$ cat src/rtl/ir_pkg.sv
// rtl/ir_pkg.sv - shared event codes, FSM state encoding and event packing for the IR key event block
package ir_pkg;

    localparam int EVT_W = 10;

    localparam logic [1:0] EVT_PRESS   = 2'd0;
    localparam logic [1:0] EVT_REPEAT  = 2'd1;
    localparam logic [1:0] EVT_RELEASE = 2'd2;

    typedef enum logic [1:0] {
        IDLE     = 2'd0,
        HOLD_DLY = 2'd1,
        HOLD_RPT = 2'd2,
        SWITCH   = 2'd3
    } state_t;

    // Event word layout: {type[1:0], code[7:0]}
    function automatic logic [EVT_W-1:0] mk_evt(input logic [1:0] evt_type, input logic [7:0] code);
        return {evt_type, code};
    endfunction

endpackage

$ cat src/rtl/ir_evt_fifo.sv
// rtl/ir_evt_fifo.sv - generic show-ahead synchronous FIFO with count, full and empty
module ir_evt_fifo #(
    parameter int WIDTH = 10,
    parameter int DEPTH = 4
) (
    input  logic                     clk,
    input  logic                     reset,
    input  logic                     i_push,
    input  logic [WIDTH-1:0]         i_data,
    input  logic                     i_pop,
    output logic [WIDTH-1:0]         o_data,
    output logic [$clog2(DEPTH):0]   o_count,
    output logic                     o_full,
    output logic                     o_empty
);
    localparam int AW = $clog2(DEPTH);
    localparam int CW = AW + 1;

    logic [WIDTH-1:0] r_mem [DEPTH];
    logic [AW-1:0]    r_wr;
    logic [AW-1:0]    r_rd;
    logic [CW-1:0]    r_count;
    logic             w_pop_ok;
    logic             w_push_ok;

    assign o_empty   = (r_count == '0);
    assign o_full    = (r_count == CW'(DEPTH));
    assign o_count   = r_count;
    assign o_data    = r_mem[r_rd];
    assign w_pop_ok  = i_pop && !o_empty;
    // A full FIFO still takes a write when the head leaves in the same cycle
    assign w_push_ok = i_push && (!o_full || w_pop_ok);

    always_ff @(posedge clk) begin
        if (reset) begin
            r_wr    <= '0;
            r_rd    <= '0;
            r_count <= '0;
        end else begin
            if (w_push_ok) r_wr <= r_wr + AW'(1);
            if (w_pop_ok)  r_rd <= r_rd + AW'(1);
            case ({w_push_ok, w_pop_ok})
                2'b10:   r_count <= r_count + CW'(1);
                2'b01:   r_count <= r_count - CW'(1);
                default: r_count <= r_count;
            endcase
        end
    end

    always_ff @(posedge clk) begin
        if (w_push_ok) r_mem[r_wr] <= i_data;
    end

endmodule

$ cat src/rtl/ir_key_events.sv
// rtl/ir_key_events.sv - turns repeated IR command frames into PRESS/REPEAT/RELEASE key events
module ir_key_events
    import ir_pkg::*;
#(
    parameter int CLK_HZ          = 50000000,
    parameter int RELEASE_MS      = 150,
    parameter int REPEAT_DELAY_MS = 500,
    parameter int REPEAT_RATE_MS  = 100,
    parameter int FIFO_DEPTH      = 4
) (
    input  logic                          clk,
    input  logic                          reset,
    input  logic [7:0]                    ir_cmd,
    input  logic                          ir_cmd_ready,
    output logic                          evt_valid,
    input  logic                          evt_ready,
    output logic [7:0]                    evt_code,
    output logic [1:0]                    evt_type,
    output logic                          key_down,
    output logic [7:0]                    key_code,
    output logic                          evt_dropped,
    output logic [$clog2(FIFO_DEPTH):0]   fifo_count
);
    localparam int DIV = CLK_HZ / 1000;
    localparam int PW  = (DIV > 1) ? $clog2(DIV) : 1;
    localparam int CW  = $clog2(FIFO_DEPTH) + 1;

    state_t           r_state;
    state_t           w_state_nxt;
    logic [PW-1:0]    r_pre;
    logic             w_tick;
    logic [15:0]      r_rel_t;
    logic [15:0]      r_rep_t;
    logic             w_rel_exp;
    logic             w_rep_exp;
    logic             w_same;
    logic [7:0]       r_key_code;
    logic [7:0]       r_new_code;
    logic             r_key_down;
    logic             r_dropped;

    logic             w_push;
    logic [EVT_W-1:0] w_push_evt;
    logic             w_load_both;
    logic             w_load_rel;
    logic             w_load_rate;
    logic             w_clear_t;
    logic             w_key_we;
    logic [7:0]       w_key_d;
    logic             w_new_we;
    logic             w_down_set;
    logic             w_down_clr;

    logic             w_pop;
    logic             w_full;
    logic             w_empty;
    logic [EVT_W-1:0] w_head;
    logic [CW-1:0]    w_count;

    assign w_tick    = (r_pre == PW'(DIV - 1));
    assign w_rel_exp = w_tick && (r_rel_t == 16'd1);
    assign w_rep_exp = w_tick && (r_rep_t == 16'd1);
    assign w_same    = (ir_cmd == r_key_code);

    always_ff @(posedge clk) begin
        if (reset || w_tick) r_pre <= '0;
        else                 r_pre <= r_pre + PW'(1);
    end

    always_ff @(posedge clk) begin
        if (reset) r_state <= IDLE;
        else       r_state <= w_state_nxt;
    end

    always_comb begin
        w_state_nxt = r_state;
        case (r_state)
            IDLE: begin
                if (ir_cmd_ready) w_state_nxt = HOLD_DLY;
            end
            HOLD_DLY, HOLD_RPT: begin
                if (ir_cmd_ready) begin
                    if (!w_same) w_state_nxt = SWITCH;
                end else if (w_rel_exp) begin
                    w_state_nxt = IDLE;
                end else if (w_rep_exp) begin
                    w_state_nxt = HOLD_RPT;
                end
            end
            SWITCH:  w_state_nxt = HOLD_DLY;
            default: w_state_nxt = IDLE;
        endcase
    end

    // Losing expiries simply fall through here and are not remembered
    always_comb begin
        w_push      = 1'b0;
        w_push_evt  = '0;
        w_load_both = 1'b0;
        w_load_rel  = 1'b0;
        w_load_rate = 1'b0;
        w_clear_t   = 1'b0;
        w_key_we    = 1'b0;
        w_key_d     = ir_cmd;
        w_new_we    = 1'b0;
        w_down_set  = 1'b0;
        w_down_clr  = 1'b0;
        case (r_state)
            IDLE: begin
                if (ir_cmd_ready) begin
                    w_push      = 1'b1;
                    w_push_evt  = mk_evt(EVT_PRESS, ir_cmd);
                    w_load_both = 1'b1;
                    w_key_we    = 1'b1;
                    w_down_set  = 1'b1;
                end
            end
            HOLD_DLY, HOLD_RPT: begin
                if (ir_cmd_ready) begin
                    if (w_same) begin
                        w_load_rel = 1'b1;
                    end else begin
                        w_push     = 1'b1;
                        w_push_evt = mk_evt(EVT_RELEASE, r_key_code);
                        w_new_we   = 1'b1;
                    end
                end else if (w_rel_exp) begin
                    w_push     = 1'b1;
                    w_push_evt = mk_evt(EVT_RELEASE, r_key_code);
                    w_down_clr = 1'b1;
                    w_clear_t  = 1'b1;
                end else if (w_rep_exp) begin
                    w_push      = 1'b1;
                    w_push_evt  = mk_evt(EVT_REPEAT, r_key_code);
                    w_load_rate = 1'b1;
                end
            end
            SWITCH: begin
                w_push      = 1'b1;
                w_push_evt  = mk_evt(EVT_PRESS, r_new_code);
                w_load_both = 1'b1;
                w_key_we    = 1'b1;
                w_key_d     = r_new_code;
            end
            default: ;
        endcase
    end

    always_ff @(posedge clk) begin
        if (reset) begin
            r_rel_t <= '0;
            r_rep_t <= '0;
        end else begin
            if (w_load_both || w_load_rel)     r_rel_t <= 16'(RELEASE_MS);
            else if (w_clear_t)                r_rel_t <= '0;
            else if (w_tick && r_rel_t != '0)  r_rel_t <= r_rel_t - 16'd1;

            if (w_load_both)                   r_rep_t <= 16'(REPEAT_DELAY_MS);
            else if (w_load_rate)              r_rep_t <= 16'(REPEAT_RATE_MS);
            else if (w_clear_t)                r_rep_t <= '0;
            else if (w_tick && r_rep_t != '0)  r_rep_t <= r_rep_t - 16'd1;
        end
    end

    always_ff @(posedge clk) begin
        if (reset) begin
            r_key_code <= '0;
            r_new_code <= '0;
            r_key_down <= 1'b0;
            r_dropped  <= 1'b0;
        end else begin
            if (w_key_we) r_key_code <= w_key_d;
            if (w_new_we) r_new_code <= ir_cmd;
            if (w_down_set)      r_key_down <= 1'b1;
            else if (w_down_clr) r_key_down <= 1'b0;
            r_dropped <= w_push && w_full && !w_pop;
        end
    end

    ir_evt_fifo #(
        .WIDTH (EVT_W),
        .DEPTH (FIFO_DEPTH)
    ) u_fifo (
        .clk     (clk),
        .reset   (reset),
        .i_push  (w_push),
        .i_data  (w_push_evt),
        .i_pop   (w_pop),
        .o_data  (w_head),
        .o_count (w_count),
        .o_full  (w_full),
        .o_empty (w_empty)
    );

    assign evt_valid   = !w_empty;
    assign w_pop       = evt_valid && evt_ready;
    assign evt_code    = evt_valid ? w_head[7:0] : 8'd0;
    assign evt_type    = evt_valid ? w_head[9:8] : 2'd0;
    assign key_down    = r_key_down;
    assign key_code    = r_key_code;
    assign evt_dropped = r_dropped;
    assign fifo_count  = w_count;

endmodule
$ cat config.mk
export PLATFORM = sky130hd
export DESIGN_NAME = ir_key_events
export DESIGN_NICKNAME = d
export VERILOG_FILES = /design/src/rtl/ir_pkg.sv /design/src/rtl/ir_evt_fifo.sv /design/src/rtl/ir_key_events.sv
export SDC_FILE = /design/constraint.sdc
export NUM_CORES = 1
export LEC_CHECK = 0
export ABC_CLOCK_PERIOD_IN_PS = 3750
export CAP_MARGIN = 20
export CELL_PAD_IN_SITES_DETAIL_PLACEMENT = 1
export CELL_PAD_IN_SITES_GLOBAL_PLACEMENT = 1
export CORE_ASPECT_RATIO = 0.9
export CORE_MARGIN = 2
export CORE_UTILIZATION = 42
export DETAILED_ROUTE_END_ITERATION = 6
export PLACE_DENSITY = 0.78
export SLEW_MARGIN = 10
export SYNTH_ARGS = -nofsm -noshare
export SYNTH_HDL_FRONTEND = slang
export SYNTH_HIERARCHICAL = 1
export SYNTH_SLANG_ARGS = --single-unit
export TNS_END_PERCENT = 20
$ cat constraint.sdc
create_clock -name clk -period 3.75 [get_ports clk]
set_input_delay 0.75 -clock clk [delete_from_list [all_inputs] [get_ports clk]]
set_output_delay 0.75 -clock clk [all_outputs]
set_load 0.005 [all_outputs]
; ---- Word-level counts from Yosys, hierarchy flattened
; Memory sizes are Yosys's and may differ from the RTL's. A register that Yosys moved wholly into a read port is not among the register bits.
; Index checks and enable logic that the tools add are counted.
[op_classes]
n_mux = 48
eq_ne = 13
n_reduce_logical = 27
addsub = 7
[ops]
columns = operator, count
row1 = 8-bit 2-to-1 mux, 6
row2 = 9-bit 2-to-1 mux, 5
row3 = "16-bit by 1-bit == test with 1-bit output, second input constant", 2
row4 = 16-bit nonzero test, 2
row5 = "16-bit by 1-bit subtractor with 16-bit output, second input constant", 2
row6 = 10-bit 2-to-1 mux, 3
row7 = 10-bit one-hot mux with 3 select lines, 1
row8 = 1-bit 2-to-1 mux, 21
row9 = "16-bit by 1-bit adder with 16-bit output, second input constant", 1
row10 = "16-bit == test, second input constant", 1
row11 = 2-bit 2-to-1 mux, 8
row12 = 1-bit logical AND, 9
row13 = 8-bit == test, 1
row14 = "2-bit == test, second input constant", 3
row15 = 2-bit one-hot mux with 3 select lines, 1
row16 = 3-bit one-hot mux with 2 select lines, 1
row17 = "2-bit by 1-bit adder with 2-bit output, second input constant", 2
row18 = "2-bit by 1-bit == test with 1-bit output, second input constant", 2
row19 = "4-bit != test, second input constant", 1
row20 = 2-bit nonzero test, 2
row21 = 4-bit nonzero test, 1
row22 = 4-bit OR reduction, 1
row23 = "3-bit by 1-bit adder with 3-bit output, second input constant", 1
row24 = "3-bit == test, second input constant", 1
row25 = other kinds (13), 17
[word_totals]
register_bits = 75
inputBits = 12
mem_bits_rw = 40
mem_count = 1
word_cells = 109
out_inout_bits = 24
[mem_list]
columns = memory, depth, width, rd, rd_clocked_by_memory_dff, write_ports, line_no
row1 = u_fifo.r_mem, 4, 10, 1, 1, 1, ir_evt_fifo.sv:19  ; logic [WIDTH-1:0] r_mem [DEPTH];

; ---- Longest topological paths before layout
[depth]
ltp_word = 9
ltp_mapped = 16
ltp_nobuf = 16

; ---- Cells and area by module
; The synthesis kept the hierarchy.
[modules_own_cells]
columns = mod, seq_area_each_um2, instances, area_each_um2, cells_each
row1 = ir_key_events, 1361.3, 1, 3634.7, 439
row2 = ir_evt_fifo, 1381.3, 1, 1930.6, 106

; ---- Worst setup path before layout
; Ideal clock, no wire load.
[synth_timing]
kind = input to register
start = input port ir_cmd[5]
end = register u_fifo.r_count[2] (netlist: u_fifo/o_count[2])
setup_slack_ns = 0.182
stages = 15
t_arrival_ns = 3.498
t_required_ns = 3.680
n_path_buf = 1
setup_time_ns = 0.070
path_cell_list = xor2_1 > nor4_1 > a21oi_1 > buf_1 > a21o_1 > nor3_1 > a21oi_1 > a21boi_2 > inv_1 > ha_1 > inv_1 > fa_1 > xor2_1 > or3_2 > a21oi_1
[synth_between]
elab_chain_len = 7
word_cells_on_any_way = 9
cone_classes = 3 x eq/ne / 4 x mux / 2 x reduce/logical
[synth_lines]
columns = item, line_no
row1 = from (decl), ir_key_events.sv:13  ; input logic [7:0] ir_cmd,
row2 = 8-bit == test (*), ir_key_events.sv:63  ; assign w_same = (ir_cmd == r_key_code);
row3 = 1-bit 2-to-1 mux (*), ir_key_events.sv:120  ; if (w_same) begin
row4 = 1-bit 2-to-1 mux (*), ir_key_events.sv:119  ; if (ir_cmd_ready) begin
row5 = 1-bit one-hot mux with 3 select lines (*), ir_key_events.sv:108  ; case (r_state)
row6 = net w_push, ir_key_events.sv:42  ; logic w_push;
row7 = 1-bit logical AND (*), ir_evt_fifo.sv:32  ; assign w_push_ok = i_push && (!o_full || w_pop_ok);
row8 = 2-bit by 1-bit == test with 1-bit output or 2-bit == test (tied branches), ir_evt_fifo.sv:42  ; case ({w_push_ok, w_pop_ok})
row9 = 3-bit one-hot mux with 2 select lines or 2-bit nonzero test (tied branches), -
row10 = to (signal assigned), ir_evt_fifo.sv:43  ; 2'b10: r_count <= r_count + CW'(1);
row11 = to (signal assigned), ir_evt_fifo.sv:44  ; 2'b01: r_count <= r_count - CW'(1);
row12 = to (signal assigned), ir_evt_fifo.sv:45  ; default: r_count <= r_count;
row13 = to (decl), ir_evt_fifo.sv:22  ; logic [CW-1:0] r_count;
; The timed path passes the listed nets; every way through them passes the cells marked *.
; A chain may end at the register's enable or synchronous reset.

; ---- Worst setup path after layout
; Ends and elaborated chain as after synthesis.

==> flow_summary_export.csv <==
group,metric,value,unit
timing,whs,496.3,ps
timing,slew-limit-headroom,0.4214,
detailed_routing,vias,4239,
layout,diodes,0,
timing,fin_crit_sh,0.9502,
detailed_routing,wl_per_cell,17.67,um
layout,area_growth,21.72,%
global_routing,grt_pass1_wl,23.00,mm
synthesis,synth_area_leaders,"dfxtp_1 (28%), edfxtp_1 (22%), nor2_1 (4.9%), xor2_1 (4.6%), mux4_2 (4.0%)",
detailed_routing,viasPerCell,5.470,
cts,clock_latency,410,ps
cts,cts_tree,"yes",
placed_design,port_buffers,35,
detailed_routing,dr.pass1.iters,4,
cts,hold_buffers,0,
synthesis,synth_cell_types,59,
cts,clk_root_buffer_cell,"clkbuf_16",
synthesis,yosysSeqAreaShare,0.4928,
worst_setup_path,cp.arrival,3900,ps
power_and_ir_drop,ir_drop,363.1,uV
synthesis,synth_adder_area_share,0.03732,
global_routing,antenna_found_initial,0,
die,core,12830,um2
synthesis,synth_top_area_share,0.2770,
worst_setup_path,end_kind,"flop",
global_routing,grt_overflow,0,
synthesis,yosys-top-cells-count,"dfxtp_1 (77), nor2_1 (72), edfxtp_1 (40)",
cts,clkTransAtPathRegs,50,ps
global_routing,grt_start_max_net_pins,23,
synthesis,ys_ff_latch,117,
timing,max_freq,280.6,MHz
cts,numCtsBuffers,17,
timing,min_period,3563,ps
timing,finClkSkew,5.449,ps
layout,utilization,0.5278,
synthesis,synth.largest_area_cell,"dfxtp_1",
global_routing,track_usage,0.2033,
synthesis,syn_area,5565,um2
die,ios,36,
worst_hold_path,hold_class,"flop to flop",
power_and_ir_drop,power_density,580.3,nW/um2
detailed_routing,routed_wl,13.69,mm
synthesis,avgSynthCellArea,10.21,um2
detailed_routing,drc_errors,0,
synthesis,async_reset_ff_frac,0,
synthesis,syn-num-nets,573,
synthesis,synth_cells,545,
worst_setup_path,crit_required,4090,ps
die,start_util,0.4337,
synthesis,synth_compound_area_frac,0.07846,
synthesis,synth-xor-area-share,0.07239,
timing,finalMaxSlewViolations,0,
synthesis,synth-main-ff-cell,"dfxtp_1",
timing,timing_hold_violations_final,0,
worst_setup_path,worst_r2r_path_depth,14,
detailed_routing,drt_iter0_drc,256,
layout,fin_nets,626,
layout,design_area,6774,um2
die,die-area,14190,um2
synthesis,synth_mux_area_frac,0.06115,
timing,tightest_slew,867.9,ps
job,cap_violations,0,
placed_design,dpl_cell_area,6193,um2
worst_hold_path,whs_path_depth,1,
timing,finalSetupViolations,0,
synthesis,synth-edff-count,40,
placed_design,dpl.hpwl,9.555,mm
timing,rsz0062_at_grt,"no",
synthesis,yosysWarnings,6,
run_status,outcome,"finished, final reports clean",
die,chipHeight,113.2,um
global_routing,grt_pass1_vias,4668,
worst_setup_path,critPathKind,"primary input to flop",
cts,cts.sinks,117,
power_and_ir_drop,p_leak,2.457,nW
layout,drive_gt1_frac,0.1326,
cts,ctsHtreeMaxLevel,4,
die,rows,39,
synthesis,synth_top_family_by_area,"simple AND/OR/NAND/NOR gates",
die,die_w,125.3,um
worst_setup_path,cp_max_fo,2,
worst_setup_path,start_kind,"primary input",
detailed_routing,postRouteAntennaNets,0,
cts,clk_path_buf_depth,2,
placed_design,place.gp.congestion,0.7756,
synthesis,synth-simple-area-share,0.2250,
synthesis,synth.most_common_cell,"dfxtp_1",
[through the flow]
| stage | TNS [ps] | instances | power [W] | worst slack (ps) |
|---|---|---|---|---|
| final | 0 | 775 | 0.003931 | 186.8 |
| after detailed placement | -433.0 | 743 | 0.002446 | -413.1 |
| after CTS | 0 | 775 | 0.003967 | 100.7 |
| after global placement | -191.4 | 743 | 0.002387 | -191.4 |
| after floorplan | 0 | 545 | 0.002053 | 182.1 |
| after global routing | 0 | 775 | 0.004120 | 39.50 |
[state kept, by name (all words and copies together), names as in the netlist, named ones only]
| register | flops |
|---|---|
| u_fifo/r_mem | 40 |
| r_pre | 16 |
| r_rel_t | 16 |
| r_rep_t | 16 |
| key_code | 8 |
| r_new_code | 8 |
| u_fifo/o_count | 3 |
| r_state | 2 |
| u_fifo/r_rd | 2 |
| u_fifo/r_wr | 2 |
| evt_dropped | 1 |
| key_down | 1 |
[logic make-up (layout without fill, tap and decap cells)]
logic type                 after synthesis  count (layout)
buffers and inverters                   48             114
DFF                                    117             117
muxes                                   21              21
and+or+nand+nor                        234             234
adders and majority gates               16              16
xor gates and xnor gates                46              46
AOI/OAI and AO/OA                       63              63
[power breakdown]
part	total [W]	internal [W]	leakage, nW	switching, W
clock	0.00150	0.000915	0.271	0.000589
combinational	0.000857	0.000433	1.19	0.000424
sequential	0.00157	0.00145	0.999	0.000116
total	0.00393	0.00280	2.46	0.00113
[repair_timing]
item                       in CTS  in global routing
setup buffers                   0                  0
setup endpoints to repair       1                  1
resized for setup               1                  3
[routing by layer]
metal	wire, um	track usage	up-vias
li1	-	-	2050
met2	6953	0.3627	75
met1	6055	0.2419	2102
met5	0	0	-
met3	514	0.05106	12
met4	167	0.06519	0
[cell usage in the layout (no fill, tap or decap), drive strengths merged, types with 2 or more instances in the layout]
cell and n:
a21oi 18, a221oi 3, a311oi 9, a31oi 2, and2 10, and3 3, and4 2, buf 21
clkbuf 18, clkdlybuf4s50 35, clkinv 9, clkinvlp 2, dfxtp 77, edfxtp 40, ha 15, inv 28
mux2i 10, mux4 10, nand2 33, nand2b 18, nand3 19, nand3b 3, nand4 8, nand4b 3
nor2 72, nor2b 13, nor3 13, nor4 13, nor4b 4, o21ai 12, o221ai 8, o22ai 2
or2 3, or3 8, or4 3, or4b 4, xnor2 17, xor2 29
[critical path, stage by stage]
cell	delay (ps)
clkdlybuf4s50_1	450
xor2_1	190
nor4_2	370
a21oi_2	140
a21o_1	200
nor3_2	140
a21oi_1	70
a21boi_2	200
inv_1	60
ha_1	160
inv_1	60
fa_1	370
xor2_1	160
or3_2	420
a21oi_1	160
[cell type report]
cell class,instances,area [um2]
multi-input combinational,380,2661
inverter,26,97.59
sequential,117,2743
clock inverter,14,130.1
fill,1420,6060
timing repair buffer,56,508.0
clock buffer,18,429.2
tap,164,205.2
[path summary, 6_finish.rpt]
| check | from | slack [ps] | to |
|---|---|---|---|
| max | ir_cmd[5] | 190 | u_fifo/o_count[2]$_SDFFE_PP0P_ |
| min | r_pre[0]$_SDFF_PP0_ | 500 | r_pre[0]$_SDFF_PP0_ |
| max reg2reg | r_rel_t[8]$_SDFFE_PP0N_ | 430 | u_fifo/o_count[2]$_SDFFE_PP0P_ |
| min reg2reg | r_pre[0]$_SDFF_PP0_ | 500 | r_pre[0]$_SDFF_PP0_ |
Power figures use the tool's default switching activity.
